===== config.mk =====
export PLATFORM = sky130hd
export DESIGN_NAME = fetch_branch_unit
export DESIGN_NICKNAME = d
export VERILOG_FILES = /design/src/rtl/fetch_branch_unit.sv
export SDC_FILE = /design/constraint.sdc
export NUM_CORES = 1
export LEC_CHECK = 0
export BUFFER_PORTS_ARGS = -buffer_cell sky130_fd_sc_hd__buf_2
export CORE_MARGIN = 1.5
export CORE_UTILIZATION = 47
export CTS_CLUSTER_SIZE = 28
export DETAILED_ROUTE_END_ITERATION = 7
export GPL_TIMING_DRIVEN = 0
export PLACE_DENSITY_LB_ADDON = 0.08
export SETUP_SLACK_MARGIN = 0.3
export SYNTH_ARGS = -nofsm -noshare
export SYNTH_HDL_FRONTEND = slang
export SYNTH_SLANG_ARGS = --single-unit

===== constraint.sdc =====
create_clock -name clk -period 3.7 [get_ports clk]
set_clock_uncertainty 0.2 [all_clocks]
set_input_delay 0.74 -clock clk [delete_from_list [all_inputs] [get_ports clk]]
set_output_delay 0.74 -clock clk [all_outputs]
set_load 0.02 [all_outputs]

===== src/rtl/fetch_branch_unit.sv =====
// Fetch stage, IF/ID pipeline register and D-stage next-PC resolution for a
// 5-stage MIPS pipeline. Branch/jump decisions are made in D from the
// comparator flags and decoded controls. A taken redirect steers fetch to
// the resolved target on the following edge.
module fetch_branch_unit #(
    parameter logic [31:0] RESET_PC   = 32'h0000_3000,
    parameter int          DELAY_SLOT = 0
) (
    input  logic        clk,
    input  logic        reset,
    input  logic [31:0] InstrF,
    output logic [31:0] PCF,
    input  logic        StallF,
    input  logic        StallD,
    input  logic [2:0]  BranchOpD,
    input  logic        JumpD,
    input  logic        JrD,
    input  logic        EqualD,
    input  logic        LtzD,
    input  logic [31:0] JrTargetD,
    output logic [31:0] InstrD,
    output logic [31:0] PCPlus4D,
    output logic        RedirectD,
    output logic [15:0] BranchCountD
);

    // Without a delay slot, the instruction fetched alongside a redirect is
    // on the wrong path and must be turned into a nop in IF/ID.
    localparam bit SquashOnRedirect = (DELAY_SLOT == 0);

    localparam logic [2:0] OpNone = 3'd0;
    localparam logic [2:0] OpBeq  = 3'd1;
    localparam logic [2:0] OpBne  = 3'd2;
    localparam logic [2:0] OpBltz = 3'd3;
    localparam logic [2:0] OpBgez = 3'd4;
    localparam logic [2:0] OpBgtz = 3'd5;
    localparam logic [2:0] OpBlez = 3'd6;

    logic [31:0] pcPlus4F;
    logic [31:0] branchOffsetD;
    logic [31:0] branchTargetD;
    logic [31:0] jumpTargetD;
    logic [31:0] targetD;
    logic        takenD;

    // Sequential PC, wrapping naturally at 32 bits.
    assign pcPlus4F = PCF + 32'd4;

    // Branch condition evaluation from the rs/rt comparator flags.
    // Op 7 is reserved and behaves like "no branch".
    always_comb begin
        takenD = 1'b0;
        case (BranchOpD)
            OpNone: takenD = 1'b0;
            OpBeq:  takenD = EqualD;
            OpBne:  takenD = !EqualD;
            OpBltz: takenD = LtzD;
            OpBgez: takenD = !LtzD;
            OpBgtz: takenD = !LtzD && !EqualD;
            OpBlez: takenD = LtzD || EqualD;
            default: takenD = 1'b0;
        endcase
    end

    // A stalled D stage holds a stale decision, so it never redirects.
    assign RedirectD = !StallD && (JumpD || JrD || takenD);

    assign branchOffsetD = {{14{InstrD[15]}}, InstrD[15:0], 2'b00};
    assign branchTargetD = PCPlus4D + branchOffsetD;
    assign jumpTargetD   = {PCPlus4D[31:28], InstrD[25:0], 2'b00};

    // Target select: register jump wins over direct jump, which wins over
    // a conditional branch. The jr target is used unmodified.
    always_comb begin
        targetD = branchTargetD;
        if (JrD) begin
            targetD = JrTargetD;
        end else if (JumpD) begin
            targetD = jumpTargetD;
        end
    end

    // Program counter: a redirect overrides a fetch stall.
    always_ff @(posedge clk or posedge reset) begin
        if (reset) begin
            PCF <= RESET_PC;
        end else if (RedirectD) begin
            PCF <= targetD;
        end else if (!StallF) begin
            PCF <= pcPlus4F;
        end
    end

    // IF/ID register: hold on StallD, squash wrong-path fetch if configured.
    always_ff @(posedge clk or posedge reset) begin
        if (reset) begin
            InstrD   <= 32'h0;
            PCPlus4D <= 32'h0;
        end else if (StallD) begin
            InstrD   <= InstrD;
            PCPlus4D <= PCPlus4D;
        end else if (RedirectD && SquashOnRedirect) begin
            InstrD   <= 32'h0;
            PCPlus4D <= 32'h0;
        end else begin
            InstrD   <= InstrF;
            PCPlus4D <= pcPlus4F;
        end
    end

    // Saturating count of taken redirects since reset.
    always_ff @(posedge clk or posedge reset) begin
        if (reset) begin
            BranchCountD <= 16'h0;
        end else if (RedirectD && (BranchCountD != 16'hFFFF)) begin
            BranchCountD <= BranchCountD + 16'd1;
        end
    end

endmodule


# [After elaboration in Yosys (flattened, before gate mapping)]
# Index checks and enable logic that the tools add are counted.
[word_totals] word_cells=31 inputBits=75 out_inout_bits=113 reg_bits=112
[classes] reduce_logical=9 eq_ne=8 n_mux=7 n_addsub=3
[ops] op="$mux W32" n=6
[ops] op="$add A32 B3 Y32 const B" n=1
[ops] op="$add A32 B32 Y32" n=1
[ops] op="$add A16 B1 Y16 const B" n=1
[ops] op="$ne A16 B16 Y1 const B" n=1
[ops] op="$eq A3 B3 Y1 const B" n=3
[ops] op="$eq A3 B2 Y1 const B" n=2
[ops] op="$pmux W1 S6" n=1
[ops] op="$eq A3 B1 Y1 const B" n=1
[ops] op="$logic_and A1 B1 Y1" n=3
[ops] op="$logic_not A1 Y1" n=3
[ops] op="$logic_or A1 B1 Y1" n=3
[ops] op="$ne A2 B1 Y1 const B" n=1

# [Logic depth before layout (Yosys ltp)]
# Gate-level depths: netlist of run 1.
[depth] ltp_word=6 ltp_mapped=12 ltp_nobuf=11

# [Least setup slack after synthesis of run 1]
# OpenSTA, ideal clock, no wires.
[synth_timing] path_kind="register -> register" start="register InstrD[0]" end="register PCF[30]" synth_period_minus_slack_ps=3104 setup_ps=120 path_slack_ps=596 path_buffers=0 required_time_ps=3380 stages_incl_launch_ff=12 arrival_ps=2784 path_cell_list="dfrtp_1 > ha_1 > fa_1 > a21o_1 > a41oi_1 > a21boi_1 > o31a_2 > a21oi_4 > o21ai_2 > a41oi_2 > mux2i_1 > nor2_1"
[synth_between] elab_chain_cells=4
[synth_lines] item="start, declared" line="21" rtl="output logic [31:0] InstrD,"
[synth_lines] item="start signal, assigned" line="100" rtl="InstrD <= InstrD;"
[synth_lines] item="start signal, assigned" line="106" rtl="InstrD <= InstrF;"
[synth_lines] item="$add A32 B32 Y32" line="69" rtl="assign branchTargetD = PCPlus4D + branchOffsetD;"
[synth_lines] item="$mux W32" line="78" rtl="end else if (JumpD) begin"
[synth_lines] item="$mux W32" line="76" rtl="if (JrD) begin"
[synth_lines] item="$mux W32" line="87" rtl="end else if (RedirectD) begin"
[synth_lines] item="end signal, assigned" line="88" rtl="PCF <= targetD;"
[synth_lines] item="end signal, assigned" line="90" rtl="PCF <= pcPlus4F;"
[synth_lines] item="end, declared" line="12" rtl="output logic [31:0] PCF,"
# No other way between the ends.
# A chain may end at the register's enable or synchronous reset.

# [Worst setup path after layout of run 1]
[layout_timing] start="register InstrD[0]" end="register PCF[26]"
# The elaborated chain is that of the path after synthesis.

==> results.md, run 1 <==
- Main combinational cell family by area after synthesis: simple AND/OR/NAND/NOR gates
- Clock Path Buffers: 2
- Die Ht: 128 µm
- Die Width: 128 µm
- Unique masters post-synth: 72
- Post-Syn Area per Cell: 8.45 µm²
- Post-synthesis compound-gate area fraction: 19.9%
- RSZ-0062 raised after global routing: true
- Yosys warnings: 0
- Crit. Startpoint: InstrD[0]
- Vias in the first global route: 6581
- Outcome: finished, final reports clean
- CP peak stage delay: 0.42 ns
- Largest net degree at the start of global routing: 40
- Commonest cells in the netlist: 176 x nand2_1, 110 x dfrtp_1, 108 x o21ai_0, 54 x nor2_1, 52 x xor2_1
- Initial DRC count: 538
- Ys flop type: dfrtp_1
- Cts hold-fix bufs: 0
- Simple logic cell fraction of the synthesized area: 20.7%
- EDFF count, synth: 0
- Dpl hpwl: 18100 µm
- I/O pin cnt: 188
- Final setup fails: 0
- Layout cells sized above 1: 22.8%
- CTS tree: done
- Hold slack: 0.251 ns
- Crit path DAT: 3.38 ns
- Grt total ovfl: 0
- Mapped Area: 0.00731 mm²
- Worst-Skew Late Latency: 0.37 ns
- GPL Wtd Cong: 0.915
- XOR/XNOR Fraction of Synth Area: 11.3%
- First-pass GRT wire length: 36900 µm
- Final net count: 1172
- Crit-path cells: ha_2 > fa_1 > a21o_1 > a41oi_2 > a21boi_1 > o31a_2 > a21oi_4 > o21ai_2 > a311o_1 > nand3_1 > a31oi_1
- CTS sink cnt: 112
- Slew headroom: 52.2%
- Rows: 45
- Internal reg-to-reg setup slack: 0.37 ns
- Initial antenna violation count: 0
- Post-Route WL: 23900 µm
- Via/cell ratio: 5.63
- # port buffers: 185
- DRC: 0
- First-pass DRT Iterations: 5
- Power Dens Cells: 409 mW/mm²
- Minimum clock period: 3.33 ns
- Placed cell count: 1241
- Ranking of synthesized cells by area: dfrtp_1 38%, nand2_1 9.0%, o21ai_0 7.4%
- R2R Path Start: InstrD[0]
- Worst-margin pin slew: 0.711 ns
- Peak Freq: 301 MHz
- Clock transition at path regs: 0.08 ns
- Yosys reg bits: 112
- Worst-path maximum fanout: 4
- Largest area contributor in the netlist: dfrtp_1
- Global-route usage over all layers: 29.8%
- Count leader, synth: nand2_1
- Max Slew Vio Count: 0
- Post-Synth Adder-Cell Area: 5.58%
- Max-Cap Viols: 0
- Async set or reset register ratio after synthesis: 100%
- Max VDD drop: 0.300 mV
- Slowest cell on crit path: dfrtp_1
- RR Endpoint: PCF[26]
- Net Count, Synth: 972
- Post-synth top area share: 37.7%
- Startpoint types: register
- Required @ worst endpoint: 3.76 ns
- Final Non-Filler Cells: 1258
- Hold crit path type: input port to asynchronous set/reset pin
- Routed vias: 7084
- Seq/Total Area, Yosys: 38.4%
- Num CTS Buffers: 9
- Clock root cell: clkbuf_16
- # diodes: 0
- Core box area: 0.0152 mm²
- Final setup TNS: 0 ns
- WL per Instance: 19.0 µm
- Synthesis-to-finish area growth: 22.1%
- Lkg Pwr: 4.28 nW
- Post-synthesis cell count: 865
- Final Hold Viols: 0
- Initial Util: 48.1%
- Die area: 0.0163 mm²
- DRT antenna net count: 0
- Reg2Reg Depth: 11
- Cell family with most CP delay: compound AO/OA/AOI/OAI gates
- Worst Path Buf+Inv: 0
- Fill count: 1460
- CP endpoint kind: register
- Crit share post-route: 89.9%
- CTS HTree Levels: 3
- Mux cell area share after synthesis: 0.839%
- Setup Crit Path Kind: register to register
[metal layers]
metal | routed length [µm] | track usage [%]
met5 | 0 | 0
met4 | 489 | 8.39
met3 | 1490 | 5.68
met2 | 11200 | 48.5
met1 | 10800 | 40.9
[power by group]
group,switching (mW),internal (mW)
clock network,0.492,0.638
logic,0.617,0.368
registers,0.177,1.36
[placed cells by master, fill, tap and decap left out, types with 10 or more instances in the layout]
| cell type | count |
|---|---|
| nor3_1 | 10 |
| nand4_1 | 12 |
| xor2_1 | 52 |
| dfrtp_1 | 109 |
| and3_1 | 13 |
| a21o_1 | 15 |
| nand3_1 | 24 |
| ha_1 | 30 |
| a211oi_1 | 11 |
| xnor2_1 | 42 |
| buf_2 | 189 |
| a21oi_1 | 33 |
| nand2_1 | 176 |
| clkbuf_1 | 36 |
| o21ai_0 | 107 |
| nor2_1 | 54 |
| inv_1 | 14 |
[layout make-up]
class / count / area, µm² / area share [%]
Sequential cell: 112 / 2810 / 31.5
Clock buffer: 11 / 253 / 2.83
Tap cell: 188 / 235 / 2.64
Inverter: 16 / 68.8 / 0.771
Multi-Input combinational cell: 693 / 4290 / 48.1
Timing Repair Buffer: 190 / 1010 / 11.3
Clock inverter: 5 / 86.3 / 0.968
Buffer: 43 / 174 / 1.95
[worst max path at each step]
stage,end,slack [ns],cells after the start
global route,PCF[26],0.30,11
CTS,PCF[26],0.33,11
global placement,RedirectD,-0.11,9
detailed placement,RedirectD,-0.12,9
finish,PCF[26],0.37,11
floorplan,PCF[30],0.60,11
[metrics by stage]
stage          instance area, µm²  setup slack (ns)  utilization, %  power [mW]
2_1_floorplan                7310             0.596               -        2.15
3_3_place_gp                 8470            -0.108            55.7        2.51
3_5_place_dp                 8540            -0.116            56.2        2.53
4_1_cts                      8880             0.326            58.4        3.65
5_1_grt                      8920             0.301            58.7        3.82
6_report                     8920             0.374            58.7        3.65
[kinds of logic (layout without fill, tap and decap cells)]
kind of cell	count (synthesis)	count (layout)
adder cells (fa/ha/maj)	32	32
XOR/XNOR	94	94
AO/OA/AOI/OAI	228	228
multiplexers	6	6
buffers and inverters	60	265
flip-flops	112	112
AND/OR/NAND/NOR	333	333
[state kept, by name, summed over array words and instances, names as in the netlist]
signal	cells
BranchCountD	16
InstrD	32
PCF	32
PCPlus4D	32
[what timing repair did]
item / in CTS / in global routing
gates resized for setup: 1 / 7
pin swaps: 2 / 1
setup buffers: 1 / 1
setup endpoints to repair: 5 / 4
No activity file was read; power rests on OpenSTA's default activity.
==> run 2, diff against run 1 <==
--- a/config.mk
+++ b/config.mk
@@ -12,6 +12,7 @@
 export DETAILED_ROUTE_END_ITERATION = 7
 export GPL_TIMING_DRIVEN = 0
 export PLACE_DENSITY_LB_ADDON = 0.08
+export RECOVER_POWER = 50
 export SETUP_SLACK_MARGIN = 0.3
 export SYNTH_ARGS = -nofsm -noshare
 export SYNTH_HDL_FRONTEND = slang
==> results.md, run 2 (synthesis gave the netlist of run 1 again) <==
- Outcome: finished, final reports clean
- DRT antenna net count: 0
- First-pass DRT Iterations: 5
- Slew headroom: 11.4%
- CTS HTree Levels: 3
- Hold crit path type: register to register
- Slowest cell on crit path: dfrtp_1
- Grt total ovfl: 0
- Required @ worst endpoint: 3.76 ns
- Global-route usage over all layers: 29.8%
- Power Dens Cells: 412 mW/mm²
- Layout cells sized above 1: 17.5%
- Fill count: 1483
- Peak Freq: 301 MHz
- Crit path DAT: 3.38 ns
- CP endpoint kind: register
- # port buffers: 185
- Commonest non-fill, non-tap cell in the layout: nand2_1
- WL per Instance: 19.0 µm
- Final setup fails: 0
- Finished Core Util: 58.0%
- Largest net degree at the start of global routing: 40
- Die Ht: 128 µm
- Rows: 45
- Startpoint types: register
- Initial antenna violation count: 0
- CP peak stage delay: 0.42 ns
- GPL Wtd Cong: 0.915
- Worst-Skew Late Latency: 0.37 ns
- Routed vias: 7073
- Max VDD drop: 0.298 mV
- Core box area: 0.0152 mm²
- Die Width: 128 µm
- Most frequent cells in the layout: 176 x nand2_1, 133 x buf_2, 109 x dfrtp_1, 107 x o21ai_0, 93 x clkbuf_1
- Die area: 0.0163 mm²
- Cts hold-fix bufs: 0
- RSZ-0062 raised after global routing: true
- Minimum clock period: 3.32 ns
- Final Hold Viols: 0
- First-pass GRT wire length: 36900 µm
- CTS sink cnt: 112
- Cell family with most CP delay: compound AO/OA/AOI/OAI gates
- Num CTS Buffers: 9
- # diodes: 0
- Top flop regs: InstrD: 32 flops, PCF: 32 flops, PCPlus4D: 32 flops
- Max-Cap Viols: 0
- Internal reg-to-reg setup slack: 0.38 ns
- Worst-margin pin slew: 1.33 ns
- CTS tree: done
- Via/cell ratio: 5.62
- Synthesis-to-finish area growth: 20.6%
- Clock transition at path regs: 0.08 ns
- Worst Path Buf+Inv: 0
- Setup Crit Path Kind: register to register
- Clock Path Buffers: 2
- Vias in the first global route: 6581
- Hold slack: 0.294 ns
- Initial Util: 48.1%
- Clock root cell: clkbuf_16
- I/O pin cnt: 188
- Crit share post-route: 89.8%
- Post-Route WL: 23800 µm
- Final net count: 1172
- Max Slew Vio Count: 0
- DRC: 0
- Dpl hpwl: 18100 µm
- Initial DRC count: 529
- Crit-path cells: ha_2 > fa_1 > a21o_1 > a41oi_2 > a21boi_1 > o31a_2 > a21oi_4 > o21ai_2 > a311o_1 > nand3_1 > a31oi_1
- Lkg Pwr: 4.04 nW
- Worst-path maximum fanout: 4
## run 2: changes by cell type in the layout (fill, tap and decap cells not counted), sizes merged
cell,delta
buf,-58
clkbuf,+58
## run 2: metrics by stage
step	worst slack (ns)	instance area [µm²]	std cells	power [mW]	TNS (ns)
final	0.376	8810	1258	3.63	0
after global routing	0.299	8810	1258	3.80	0
after CTS	0.326	8880	1257	3.65	0
after detailed placement	-0.116	8540	1241	2.53	-0.116
after global placement	-0.108	8470	1238	2.51	-0.108
after floorplan	0.596	7310	865	2.15	0
## run 2: path summary, 6_finish.rpt
check,start,to,cells after the start
hold / removal,InstrD[27],InstrD[27],2
min in group asynchronous,reset,PCPlus4D[18],2
max in group asynchronous,reset,PCF[7],3
hold reg to reg,InstrD[27],InstrD[27],2
setup reg to reg,InstrD[0],PCF[26],11
setup / recovery,InstrD[0],PCF[26],11
## run 2: final cells by class
| cell class | instances | area [µm²] | share of cell area, % |
|---|---|---|---|
| Multi-Input combinational cell | 693 | 4290 | 48.7 |
| Clock buffer | 11 | 253 | 2.87 |
| Timing Repair Buffer | 190 | 900 | 10.2 |
| Tap cell | 188 | 235 | 2.67 |
| Inverter | 16 | 66.3 | 0.753 |
| Sequential cell | 112 | 2810 | 31.9 |
| Clock inverter | 5 | 86.3 | 0.980 |
| Buffer | 43 | 174 | 1.97 |
## run 2: report_power, final
group	internal [mW]	switching, mW
sequential	1.36	0.179
combinational	0.351	0.615
clock	0.638	0.489
total	2.35	1.28
## run 2: worst min-delay path: cells and delay by family, from the launching register on
kind,cells,cell delay [ns]
AOI/OAI and AO/OA,1,0.05
DFF,1,0.36
and+or+nand+nor,1,0.05
## run 2: repair_timing
action	CTS	global route
setup endpoints to repair	5	4
pin swaps	2	1
gates resized for setup	1	7
gates cloned	0	0
buffers inserted	1	1
## run 2: per-layer routing
metal | track usage (%) | vias up | wire, µm
li1 | - | 3417 | -
met1 | 40.9 | 3368 | 10600
met2 | 48.5 | 257 | 11100
met3 | 5.68 | 31 | 1650
met4 | 8.39 | 0 | 489
met5 | 0 | - | 0
==> run 3, diff against run 2 <==
--- a/config.mk
+++ b/config.mk
@@ -5,13 +5,13 @@
 export SDC_FILE = /design/constraint.sdc
 export NUM_CORES = 1
 export LEC_CHECK = 0
-export BUFFER_PORTS_ARGS = -buffer_cell sky130_fd_sc_hd__buf_2
 export CORE_MARGIN = 1.5
 export CORE_UTILIZATION = 47
 export CTS_CLUSTER_SIZE = 28
 export DETAILED_ROUTE_END_ITERATION = 7
+export DONT_BUFFER_PORTS = 1
 export GPL_TIMING_DRIVEN = 0
-export PLACE_DENSITY_LB_ADDON = 0.08
+export PLACE_DENSITY_LB_ADDON = 0.15
 export RECOVER_POWER = 50
 export SETUP_SLACK_MARGIN = 0.3
 export SYNTH_ARGS = -nofsm -noshare
==> results.md, run 3 (synthesis gave the netlist of run 1 again) <==
- Initial Util: 48.1%
- Worst-margin pin slew: 1.82 ns
- Max-Cap Viols: 1
- Failing checks: max-capacitance violations, max-slew violations
- CTS sink cnt: 112
- Initial DRC count: 490
- Hold crit path type: input port to register
- Minimum clock period: 3.44 ns
- First-pass DRT Iterations: 5
- Clock Path Buffers: 2
- Routed vias: 6583
- Core box area: 0.0152 mm²
- Net Switching: 1.29 mW
- # port buffers: 0
- Post-Route WL: 24300 µm
- Clock transition at path regs: 0.08 ns
- Crit-path cells: ha_1 > a21oi_1 > o21ai_0 > o2bb2ai_1 > o311a_2 > o21ai_2 > a41oi_2 > xnor2_1 > or3_1 > a31oi_1
- CP endpoint kind: register
- Pwr Total: 3.38 mW
- Final net count: 991
- Reg2Reg Depth: 10
- Lkg Pwr: 3.42 nW
- Power share of the clock group: 29.6%
- Crit share post-route: 93.0%
- Final Hold Viols: 0
- I/O pin cnt: 188
- Critical path endpoint: PCF[31]
- Synthesis-to-finish area growth: 8.70%
- Startpoint types: register
- Comb pwr share: 18.9%
- CTS HTree Levels: 3
- Peak Freq: 291 MHz
- Crit. Startpoint: InstrD[6]
- Slew headroom: -21.2%
- Rows: 45
- Slowest cell on crit path: dfrtp_1
- Required @ worst endpoint: 3.78 ns
- WL per Instance: 22.5 µm
- Dpl hpwl: 18400 µm
- Hold path cells: 2
- DRT antenna net count: 0
- Grt total ovfl: 0
- Finished Core Util: 52.2%
- Crit path DAT: 3.52 ns
- CP peak stage delay: 0.51 ns
- Top flop regs: InstrD: 32 flops, PCF: 32 flops, PCPlus4D: 32 flops
- Largest net degree at the start of global routing: 43
- Vias in the first global route: 6438
- Clock root cell: clkbuf_16
- Internal reg-to-reg setup slack: 0.26 ns
- RSZ-0062 raised after global routing: true
- Final setup fails: 0
- DRC: 0
- Num CTS Buffers: 9
- Die Width: 128 µm
- Setup Crit Path Kind: register to register
- Sequential power share: 51.5%
- Max Slew Vio Count: 31
- Fill count: 1479
- Die area: 0.0163 mm²
- Power Internal: 2.08 mW
- Max VDD drop: 0.307 mV
- Power Dens Cells: 425 mW/mm²
- Layout cells sized above 1: 6.97%
- Via/cell ratio: 6.10
- Die Ht: 128 µm
- Worst-Skew Late Latency: 0.37 ns
- First-pass GRT wire length: 36700 µm
- Most frequent cells in the layout: 176 x nand2_1, 109 x dfrtp_1, 107 x o21ai_0, 54 x nor2_1, 52 x xor2_1
- Outcome: finished with violations
- Global-route usage over all layers: 29.6%
- Commonest non-fill, non-tap cell in the layout: nand2_1
- DP Area: 0.00761 mm²
- Worst-path maximum fanout: 5
- Initial antenna violation count: 2
- Setup ws final: 0.258 ns
- CTS tree: done
- GPL Wtd Cong: 0.942
- Final Cell Area: 0.00794 mm²
- Switching Share: 38.3%
- R2R Path Start: InstrD[6]
- RR Endpoint: PCF[31]
- Placement Setup Slack: -0.0302 ns
[run 3: changes by cell type in the layout (fill, tap and decap cells not counted), sizes merged]
cell / previous run / this run
inv: 17 / 19
dlygate4sd3: 0 / 1
clkinvlp: 1 / 2
clkinv: 1 / 2
bufinv: 2 / 0
diode: 0 / 2
buf: 139 / 13
clkbuf: 105 / 47
[run 3: through the flow]
step | cells | hold slack, ns | setup TNS (ns)
finish | 1079 | 0.302 | 0
floorplan | 865 | 0.393 | 0
global route | 1078 | 0.303 | 0
CTS | 1076 | 0.303 | 0
detailed placement | 1056 | 0.378 | -0.0302
global placement | 1053 | 0.418 | 0
[run 3: worst min-delay path by stage]
stage	start	to	slack [ns]
4_1_cts	InstrF[8]	InstrD[8]	0.30
5_1_grt	InstrF[30]	InstrD[30]	0.30
6_report	InstrF[8]	InstrD[8]	0.30
3_3_place_gp	InstrD[29]	InstrD[29]	0.42
2_1_floorplan	InstrD[26]	InstrD[26]	0.39
3_5_place_dp	reset	BranchCountD[14]	0.38
[run 3: critical path: cells and delay by family (launching register included)]
family,cells,cell delay [ns]
adders and majority gates,1,0.42
and+or+nand+nor,1,0.33
xor gates and xnor gates,1,0.16
AOI/OAI and AO/OA,7,1.72
DFF,1,0.51
[run 3: what timing repair did]
action / CTS / global route
gates resized for setup: 6 / 9
hold buffers: 1 / 0
pin swaps: 3 / 3
setup endpoints to repair: 9 / 7
buffers inserted: 3 / 1
endpoints found under the hold margin: 9 / 0
[run 3: power groups by stage]
stage          Sequential (mW)  Combinational, mW  Clock (mW)
5_1_grt                   1.76              0.699        1.06
2_1_floorplan             1.69              0.469           0
6_report                  1.74              0.638       0.999
4_1_cts                   1.74              0.631        1.01
3_3_place_gp              1.75              0.594           0
3_5_place_dp              1.76              0.622           0
[run 3: routing by layer]
layer,share of wire (%),global-route usage (%),vias up
li1,-,-,3058
met1,41,37.9,3164
met2,47,49.2,311
met3,8.9,7.05,50
met4,2.7,10.5,0
met5,0,0,-
[run 3: final cells by class]
cell class	count	area, µm²	area share (%)
Multi-Input combinational cell	693	4280	53.9
Sequential cell	112	2810	35.4
Tap cell	188	235	2.96
Clock buffer	9	225	2.84
Buffer	44	179	2.25
Timing Repair Buffer	8	83.8	1.06
Inverter	16	66.3	0.835
Clock inverter	7	61.3	0.772
Antenna cell	2	5.00	0.0630
